===== src/rtl/td4_loader_pkg.sv =====
// Shared types and widths for the TD4 program loader.
package td4_loader_pkg;
  localparam int WORD_W = 8;
  localparam int OPC_W  = 4;
  localparam int IMM_W  = 4;

  typedef enum logic [2:0] {
    LOAD,
    CHECK,
    RELEASE,
    RUN,
    ERROR
  } state_t;
endpackage


===== src/rtl/td4_prog_mem.sv =====
// TD4 program store: flop array, one synchronous write port, one combinational read port.
module td4_prog_mem
  import td4_loader_pkg::*;
#(
  parameter int ADDR_W = 4
) (
  input  logic              clk,
  input  logic              reset,
  input  logic              we,
  input  logic [ADDR_W-1:0] waddr,
  input  logic [WORD_W-1:0] wdata,
  input  logic [ADDR_W-1:0] raddr,
  output logic [WORD_W-1:0] rdata
);
  localparam int DEPTH = 1 << ADDR_W;

  logic [DEPTH-1:0][WORD_W-1:0] mem;

  always_ff @(posedge clk) begin
    if (reset)   mem <= '0;
    else if (we) mem[waddr] <= wdata;
  end

  // No write-through: a byte written this cycle is visible from the next one.
  assign rdata = mem[raddr];
endmodule


===== src/rtl/td4_program_loader.sv =====
// TD4 program memory + byte-stream loader; holds the core in reset while loading.
// Optional trailing checksum byte and ERROR state: TD4_LOADER_CHECKSUM_EN.
module td4_program_loader
  import td4_loader_pkg::*;
#(
  parameter int ADDR_W = 4
) (
  input  logic              clk,
  input  logic              reset,
  input  logic              ld_start,
  input  logic              ld_valid,
  input  logic [WORD_W-1:0] ld_data,
  output logic              ld_ready,
  input  logic [ADDR_W-1:0] Adr,
  output logic [OPC_W-1:0]  Instr,
  output logic [IMM_W-1:0]  Im,
  output logic              cpu_n_reset,
  output logic              loading,
  output logic              err
);
  state_t            state, next;
  logic [ADDR_W-1:0] ptr;
  logic [WORD_W-1:0] rdata;
  logic              accept;
  logic              restart;

  assign accept  = ld_valid & ld_ready;
  assign restart = ld_start & ((state == RUN) | (state == ERROR));
  assign loading = (state == LOAD) | (state == CHECK) | (state == RELEASE);

`ifdef TD4_LOADER_CHECKSUM_EN
  logic [WORD_W-1:0] csum;
`endif

  always_comb begin
    next     = state;
    ld_ready = 1'b0;
    case (state)
      LOAD: begin
        ld_ready = 1'b1;
        if (accept && (&ptr)) begin
`ifdef TD4_LOADER_CHECKSUM_EN
          next = CHECK;
`else
          next = RELEASE;
`endif
        end
      end
`ifdef TD4_LOADER_CHECKSUM_EN
      CHECK: begin
        ld_ready = 1'b1;
        if (accept) next = (ld_data == csum) ? RELEASE : ERROR;
      end
      ERROR:   if (ld_start) next = LOAD;
`endif
      RELEASE: next = RUN;
      RUN:     if (ld_start) next = LOAD;
      default: next = LOAD;
    endcase
  end

  always_ff @(posedge clk) begin
    if (reset) begin
      state       <= LOAD;
      ptr         <= '0;
      cpu_n_reset <= 1'b0;
    end else begin
      state       <= next;
      cpu_n_reset <= (next == RUN);
      if (restart)                        ptr <= '0;
      else if (state == LOAD && accept)   ptr <= ptr + 1'b1;
    end
  end

`ifdef TD4_LOADER_CHECKSUM_EN
  always_ff @(posedge clk) begin
    if (reset) begin
      csum <= '0;
      err  <= 1'b0;
    end else begin
      err <= (next == ERROR);
      if (restart)                      csum <= '0;
      else if (state == LOAD && accept) csum <= csum + ld_data;
    end
  end
`else
  assign err = 1'b0;
`endif

  td4_prog_mem #(.ADDR_W(ADDR_W)) u_mem (
    .clk   (clk),
    .reset (reset),
    .we    (state == LOAD && accept),
    .waddr (ptr),
    .wdata (ld_data),
    .raddr (Adr),
    .rdata (rdata)
  );

  assign Instr = rdata[WORD_W-1 -: OPC_W];
  assign Im    = rdata[IMM_W-1:0];
endmodule


===== config.mk =====
export PLATFORM = sky130hd
export DESIGN_NAME = td4_program_loader
export DESIGN_NICKNAME = d
export VERILOG_FILES = /design/src/rtl/td4_loader_pkg.sv /design/src/rtl/td4_prog_mem.sv /design/src/rtl/td4_program_loader.sv
export SDC_FILE = /design/constraint.sdc
export NUM_CORES = 1
export LEC_CHECK = 0
export CORE_MARGIN = 3
export CORE_UTILIZATION = 50
export CTS_BUF_LIST = sky130_fd_sc_hd__clkbuf_16
export DETAILED_ROUTE_END_ITERATION = 10
export PLACE_DENSITY_LB_ADDON = 0.3
export SYNTH_ARGS = -nofsm -noshare
export SYNTH_HDL_FRONTEND = slang
export SYNTH_HIERARCHICAL = 1
export SYNTH_SLANG_ARGS = --single-unit

===== constraint.sdc =====
create_clock -name clk -period 3.3 [get_ports clk]
set_input_delay 0.825 -clock clk [delete_from_list [all_inputs] [get_ports clk]]
set_output_delay 0.825 -clock clk [all_outputs]
set_load 0.01 [all_outputs]

# Yosys cells after proc, flatten, opt, wreduce, memory -nomap -nowiden
# Index checks and enable logic that the tools add are counted.
[word_totals] ff_bits=136 elab_cells=48 in_bits=16 output_inout_bits=12
[classes] n_eq_ne=5 reduce_logical=6 bitwise_logic=5 muxes=9 order_cmp=3 add_sub_neg=1
[ops] operator="$bwmux 128" count=1
[ops] operator="$bmux 8 s4" count=1
[ops] operator="$demux 8 s4" count=1
[ops] operator="$mux 8" count=2
[ops] operator="$lt 4x5->1 const B" count=2
[ops] operator="$eq 3x2->1 const B" count=3
[ops] operator="$pmux 3 s3" count=1
[ops] operator="$mux 3" count=2
[ops] operator="$add 4x1->4 const B" count=1
[ops] operator="$ge 4x1->1 const B" count=1
[ops] operator="$reduce_and 4->1" count=1
[ops] operator="$eq 3x1->1 const B" count=1
[ops] operator="$eq 3x3->1 const B" count=1
[ops] operator="$logic_and 1x1->1" count=3
[ops] operator="$logic_not 3->1" count=1
[ops] operator="$or 1x1->1" count=3
[ops] operator="$and 1x1->1" count=2
[ops] operator="$reduce_or 2->1" count=1
[ops] operator="$mux 1" count=1

# Longest topological paths before layout
# Gate-level depths: netlist (run 1).
[logic_depth] word_depth=7 mapped_depth=7 ltp_nobuf=5

# Hierarchy
# Netlist (run 1), hierarchy kept.
[by_module_without_submodules] mod="td4_prog_mem" area_each_um2=6065.8 cells_each=690 seq_area_each_um2=2562.5 n_inst=1
[by_module_without_submodules] mod="td4_program_loader" area_each_um2=357.8 cells_each=37 seq_area_each_um2=160.2 n_inst=1

# Worst setup path after synthesis (run 1)
# OpenSTA, ideal clock, no wires.
[synth_timing] kind="input-to-output" from="in Adr[1]" to="out Im[2]" arrival_ns=1.864 path_buffers=3 setup_slack_ns=0.611 required_ns=2.475 cell_stages=6 path_cell_list="buf_6 buf_6 buf_2 mux4_2 a22oi_1 nand2_1"
[synth_via] elab_chain_cells=2
[synth_rtl] item="from (decl)" line_no="td4_program_loader.sv:14" source="input logic [ADDR_W-1:0] Adr,"
[synth_rtl] item="$bmux 8 s4" line_no="td4_prog_mem.sv:25" source="assign rdata = mem[raddr];"
[synth_rtl] item="$mux 8 (not written as such)" line_no="td4_prog_mem.sv:25"
[synth_rtl] item="to (decl)" line_no="td4_program_loader.sv:16" source="output logic [IMM_W-1:0] Im,"
# Every way passes these cells. The select of a mux whose other input is x is not followed.

# Final worst setup path (run 1)
[layout_timing] from="in Adr[0]" to="out Instr[0]"
[layout_via] elab_chain_cells=2
[layout_rtl] item="$bmux 8 s4" line_no="td4_prog_mem.sv:25"
[layout_rtl] item="$mux 8 (not written as such)" line_no="td4_prog_mem.sv:25"
[layout_rtl] item="to (decl)" line_no="td4_program_loader.sv:15" source="output logic [OPC_W-1:0] Instr,"
# Every way passes these cells. The select of a mux whose other input is x is not followed.

==> results of run 1 <==
## worst min path at each step
| stage | from | end | slack [ps] | cells after the start |
|---|---|---|---|---|
| CTS | u_mem/mem[9] | u_mem/mem[9] | 470 | 2 |
| floorplan | u_mem/mem[104] | u_mem/mem[104] | 450 | 2 |
| global placement | u_mem/mem[127] | u_mem/mem[127] | 460 | 2 |
| finish | u_mem/mem[77] | u_mem/mem[77] | 470 | 2 |
| detailed placement | u_mem/mem[9] | u_mem/mem[9] | 470 | 2 |
| global route | u_mem/mem[77] | u_mem/mem[77] | 500 | 2 |
## repair_timing
item | in CTS | in global routing
cloned | 0 | 0
resized for setup | 7 | 9
setup endpoints to repair | 8 | 4
hold buffers | 0 | 0
buffers inserted | 2 | 0
## final cells by class
class | count | area [sq um] | share of cell area [%]
clock buffer | 17 | 425.4 | 5.864
clock inverter | 12 | 48.80 | 0.6726
inverter | 2 | 7.507 | 0.1035
multi-input combinational | 495 | 3248 | 44.77
sequential | 136 | 2723 | 37.53
tap | 168 | 210.2 | 2.898
timing repair buffer | 62 | 591.8 | 8.158
## power groups by stage
stage               Sequential [mW]  Combinational, mW  Clock, mW
floorplan                      1.69              0.145          0
global placement               1.69              0.208          0
detailed placement             1.70              0.212          0
CTS                            1.66              0.217       1.58
global route                   1.66              0.236       1.66
finish                         1.66              0.224       1.57
## worst reg2reg max path, cell delays in order, from the launching register on
cell,delay (ps)
dfxtp_1,360
or4b_4,580
inv_1,210
or3b_4,560
o21ai_0,260
a21oi_1,120
## cell families after synthesis
kind of cell / after synthesis / share of synthesized area (%)
fa+ha+maj: 1 / 0.1947
other cells: 1 / 0.05838
flops: 136 / 42.38
compound gates: 279 / 22.63
buf+inv: 97 / 7.538
mux: 33 / 11.78
xor+xnor: 1 / 0.1364
simple gates: 179 / 15.27
## sequential cells by signal, indices dropped and copies added, names as in the netlist
name and count:
state 3, cpu_n_reset 1, u_mem/mem 128, ptr 4
## metal layers
layer / up-vias / track usage, % / routed length (um)
met2: 355 / 42.64 / 8948
met4: 0 / 13.46 / 635
met1: 2853 / 36.67 / 7830
met3: 55 / 7.123 / 2029
met5: - / 0 / 0
li1: 2632 / - / -
## cell usage in the layout, fill, tap and decap left out, types with 2 or more instances in the layout
cell and count:
dfxtp_1 136, nand3_1 131, a21oi_1 129, o21ai_0 108
buf_4 31, mux4_2 26, o21ai_1 22, clkbuf_16 17
clkdlybuf4s50_1 14, a22oi_1 14, nand2_1 10, clkinv_1 6
mux4_1 6, inv_1 5, nand3b_1 5, and3_1 5
dlymetal6s2s_1 5, buf_12 5, dlygate4sd2_1 4, and3b_1 4
nor3_1 3, nand2b_1 3, clkinv_2 3, or3_1 2
conb_1 2, buf_2 2, nor2b_1 2, nor2_4 2
a22oi_2 2, nor2b_2 2, nor3b_4 2, or3b_4 2
==> impl_summary.txt, run 1 <==
----------------------------------------------------
[Outcome]
  Status ... completed

[Critical path]
  Critical path data arrival time ... 2420 ps
  Worst path max stage delay ... 520 ps
  Critical Path Stages ... 6
  Worst setup path endpoint ... Instr[0]
  Crit path max-delay family ... buffers and inverters
  Classification of the worst setup path ... input pin to output pin
  Sort of element at the end of the critical path ... output pin
  Reg-to-Reg Start ... state[1]
  Launch point of the critical path ... Adr[0]
  Number of buffer and inverter instances along the worst setup path ... 3
  Critical-path cell list ... buf_2 > buf_12 > mux4_2 > a22oi_1 > nand2_1 > clkdlybuf4s50_1
  Required time of the worst setup path ... 2470 ps
  Reg-to-reg critical path endpoint ... u_mem/mem[83]
  Register-to-register setup slack ... 1070 ps
  Crit path launch type ... input pin
  Worst-path fanout max ... 13
  Path depth of the worst reg2reg path ... 5
  CP max stage cell ... mux4_2

[Synthesis]
  Most frequent cell after synthesis ... dfxtp_1
  Count of distinct cell types in the synthesized netlist ... 39
  Post-Syn Instances ... 727
  Top post-synthesis cells by count ... 136 x dfxtp_1, 131 x nand3_1, 129 x a21oi_1
  Number of flops mapped to enable cells by yosys ... 0
  Async set-or-reset flop fraction in the synthesized netlist ... 0%
  Mean instance size in the synthesized netlist ... 8.836 sq um
  Total of warnings raised by yosys ... 6
  Combined area of all synthesized cells ... 0.006424 sq mm
  Share of synthesized area occupied by flip-flops and latches ... 42.38%
  Ys flop type ... dfxtp_1
  Post-synth top area share ... 42.38%
  Library cell occupying the most area in the post-synthesis netlist ... dfxtp_1
  Number of register bits inferred by synthesis ... 136
  Leading cell types by total area after synthesis ... dfxtp_1 42%, nand3_1 10%, a21oi_1 10%

[Finish]
  Number of nets in the layout ... 731
  Post-layout instance count excluding filler cells ... 892
  Filler Cell Count ... 1058
  Ratio of cells with drive above 1 in the final layout ... 13.81%
  Number of diodes ... 0
  Finished Core Util ... 59.16%
  Signed area change from the synthesized netlist to the final layout ... 12.93%
  Design Area, Final ... 0.007254 sq mm

[Place]
  Area of placed instances ... 0.006726 sq mm
  Gp weighted congestion ... 0.8242
  Pre-CTS setup slack ... -174.8 ps
  Detailed placement HPWL ... 11.29 mm
  Number of I/O port buffers ... 26
  Number of cells in the design after placement ... 861

[CTS]
  Clk Latency, worst-skew pair ... 420 ps
  TritonCTS clock tree ... built
  Number of buffers created by CTS ... 17
  Clock Tree Buf Depth ... 2
  Clk root buf ... clkbuf_16
  Reg clk slew, reported paths ... 50 ps
  CTS H-tree lvls ... 4
  Number of clock sinks ... 136

[Detailed routing]
  Vias/cell ... 6.609
  DRC violation count after routing ... 0
  Average detailed-routed wire length per instance ... 21.80 um
  Vias after detailed routing ... 5895
  Length of the first detailed-routing pass in iterations ... 5
  Iteration-0 DRC Markers ... 863
  Antenna violation net count after detailed routing ... 0
  Total length of routed wires ... 19.44 mm

[STA]
  Highest clock frequency the design can meet ... 308.0 MHz
  Worst Hold Margin ... 473.9 ps
  Post-layout worst setup margin ... 52.80 ps
  Worst clock skew on the final layout ... 7.577 ps
  Total Neg Setup Slack ... 0 ps
  Part of the cycle the worst path needs ... 98.40%
  Worst-margin pin slew ... 1273 ps
  Slew Limit Fails ... 0
  Endpoints failing setup ... 0
  Final critical-path required period ... 3247 ps
  Final hold violation count ... 0
  Worst slew slack as a fraction of its limit ... 15.13%

[Power]
  Total power ... 3.458 mW
  Pint ... 2.645 mW
  Combinational share of power ... 6.5%
  Peak supply drop ... 0.4343 mV
  Switching power share of the total ... 23.49%
  Sequential share of power ... 48.0%
  PD cells ... 476.6 mW/mm^2
  P_sw ... 0.8124 mW
  Static leakage power ... 2.480 nW
  Clock Power Share ... 45.5%

[Die]
  Height of the chip ... 119.3 um
  Top-Level Pins ... 28
  Initial standard-cell utilization of the core ... 52.39%
  Standard-cell row count ... 40
  Placeable core area ... 0.01226 sq mm
  Die ar. ... 0.01424 sq mm
  Die Span X ... 119.3 um

[Global routing]
  Maximum number of pins on one net before global-route repair ... 65
  Overall Global Routing Usage ... 27.81%
  Number of antenna violations at the first check in global routing ... 0
  Vias in the first global route ... 5673
  First-pass GRT wire length ... 31.04 mm
  Total gr overflow ... 0

[Min path]
  HP Class ... register to register

[Flow run]
  Maximum Capacitance Violations ... 0

----------------------------------------------------
Power figures use the tool's default switching activity.
==> run 2, diff against run 1 <==
PLACE_DENSITY = 0.68   (was not set)
PLACE_DENSITY_LB_ADDON = not set   (was 0.3)
==> impl_summary.txt, run 2 (synthesis results as in run 1) <==
----------------------------------------------------
[Outcome]
  Status ... completed

[Critical path]
  Crit path launch type ... input pin
  Classification of the worst setup path ... input pin to output pin
  Worst setup path endpoint ... Instr[3]
  Register-to-register setup slack ... 1090 ps
  Critical path data arrival time ... 2410 ps
  Reg-to-Reg Start ... ptr[2]
  Reg-to-reg critical path endpoint ... u_mem/mem[45]
  Sort of element at the end of the critical path ... output pin
  Worst-path fanout max ... 10
  Launch point of the critical path ... Adr[0]
  Required time of the worst setup path ... 2470 ps
  Path depth of the worst reg2reg path ... 3

[Place]
  Detailed placement HPWL ... 11.25 mm
  Number of I/O port buffers ... 26
  Gp weighted congestion ... 0.8256
  Number of cells in the design after placement ... 865
  Area of placed instances ... 0.006739 sq mm

[Global routing]
  First-pass GRT wire length ... 31.42 mm
  Maximum number of pins on one net before global-route repair ... 129
  Number of antenna violations at the first check in global routing ... 0
  Vias in the first global route ... 5838
  Overall Global Routing Usage ... 28.29%
  Total gr overflow ... 0

[Detailed routing]
  Average detailed-routed wire length per instance ... 22.16 um
  DRC violation count after routing ... 0
  Total length of routed wires ... 19.99 mm
  Length of the first detailed-routing pass in iterations ... 6
  Vias after detailed routing ... 6029
  Vias/cell ... 6.684
  Iteration-0 DRC Markers ... 970
  Antenna violation net count after detailed routing ... 0

[STA]
  Worst Hold Margin ... 471.3 ps
  Part of the cycle the worst path needs ... 97.97%
  Endpoints failing setup ... 0
  Slew Limit Fails ... 0
  RSZ-0062 raised after global routing ... false
  Worst-margin pin slew ... 1333 ps
  Final hold violation count ... 0
  Final critical-path required period ... 3233 ps
  Worst slew slack as a fraction of its limit ... 11.16%
  Worst clock skew on the final layout ... 14.99 ps
  Highest clock frequency the design can meet ... 309.3 MHz

[Die]
  Top-Level Pins ... 28
  Height of the chip ... 119.3 um
  Standard-cell row count ... 40
  Die ar. ... 0.01424 sq mm
  Placeable core area ... 0.01226 sq mm
  Die Span X ... 119.3 um
  Initial standard-cell utilization of the core ... 52.39%

[Finish]
  Design Area, Final ... 0.007335 sq mm
  Commonest non-fill, non-tap cell in the layout ... dfxtp_1
  Regs by FF count ... u_mem/mem x128, ptr x4, state x3
  Highest-count cells in the layout ignoring fill and taps ... 136 x dfxtp_1, 131 x nand3_1, 129 x a21oi_1
  Ratio of cells with drive above 1 in the final layout ... 14.85%
  Largest register FFs ... 128
  Number of diodes ... 0
  Signed area change from the synthesized netlist to the final layout ... 14.18%
  Number of nets in the layout ... 741
  Top reg by flops ... u_mem/mem
  Post-layout instance count excluding filler cells ... 902

[Power]
  Static leakage power ... 2.536 nW
  Peak supply drop ... 0.3425 mV
  PD cells ... 474.1 mW/mm^2

[CTS]
  Number of buffers created by CTS ... 17
  TritonCTS clock tree ... built
  Reg clk slew, reported paths ... 50 ps
  Number of clock sinks ... 136
  Clock Tree Buf Depth ... 2
  CTS H-tree lvls ... 4
  Clk root buf ... clkbuf_16
  Clk Latency, worst-skew pair ... 420 ps

[Min path]
  HP Class ... register to register

[Flow run]
  Maximum Capacitance Violations ... 0

----------------------------------------------------
run 2: routing by layer:
layer,part of all wire (%),wire (um),track usage (%)
met2,46,9245,43.06
met1,40,7929,38.50
met5,0,0,0
met4,3.0,592,12.03
met3,11,2221,6.885
run 2: worst min path at each step:
stage,to,from,cells past startpoint,slack (ps)
finish,u_mem/mem[96],u_mem/mem[96],2,470
global placement,u_mem/mem[104],u_mem/mem[104],2,460
detailed placement,u_mem/mem[103],u_mem/mem[103],2,460
floorplan,u_mem/mem[104],u_mem/mem[104],2,450
global route,u_mem/mem[0],u_mem/mem[0],2,490
CTS,u_mem/mem[103],u_mem/mem[103],2,470
run 2: repair_timing:
action	4_1_cts	5_1_grt
resized for setup	11	8
hold buffers	0	0
gates cloned	0	1
setup endpoints to repair	8	3
buffers inserted	2	5
run 2: report_power, final:
part | leakage, nW | switching, mW | internal (mW)
logic | 1.19 | 0.147 | 0.0889
registers | 1.10 | 0.00905 | 1.65
clock network | 0.250 | 0.666 | 0.916
run 2: area by class of cell:
type                            instances  area, sq um
Multi-Input combinational cell        495         3239
Clock inverter                         12        51.30
Fill cell                            1061         4927
Sequential cell                       136         2723
Tap cell                              168        210.2
Clock buffer                           17        425.4
Timing Repair Buffer                   72        678.2
Inverter                                2        7.507
run 2: per-stage QoR:
step | setup TNS (ps) | util, % | setup WS (ps) | power [mW]
floorplan | 0 | - | 610.6 | 1.836
global placement | -1927 | 54.96 | -278.6 | 1.906
detailed placement | -2356 | 54.96 | -323.0 | 1.911
CTS | -17.57 | 59.00 | -13.83 | 3.480
global route | 0 | 59.82 | 12.18 | 3.578
finish | 0 | 59.82 | 67.13 | 3.478
run 2: critical path, cell delays in order:
cell and delay, ps:
clkbuf_4 190, buf_12 160, buf_12 110, mux4_2 510, a22oi_1 200, nand2_1 110
dlygate4sd2_1 300
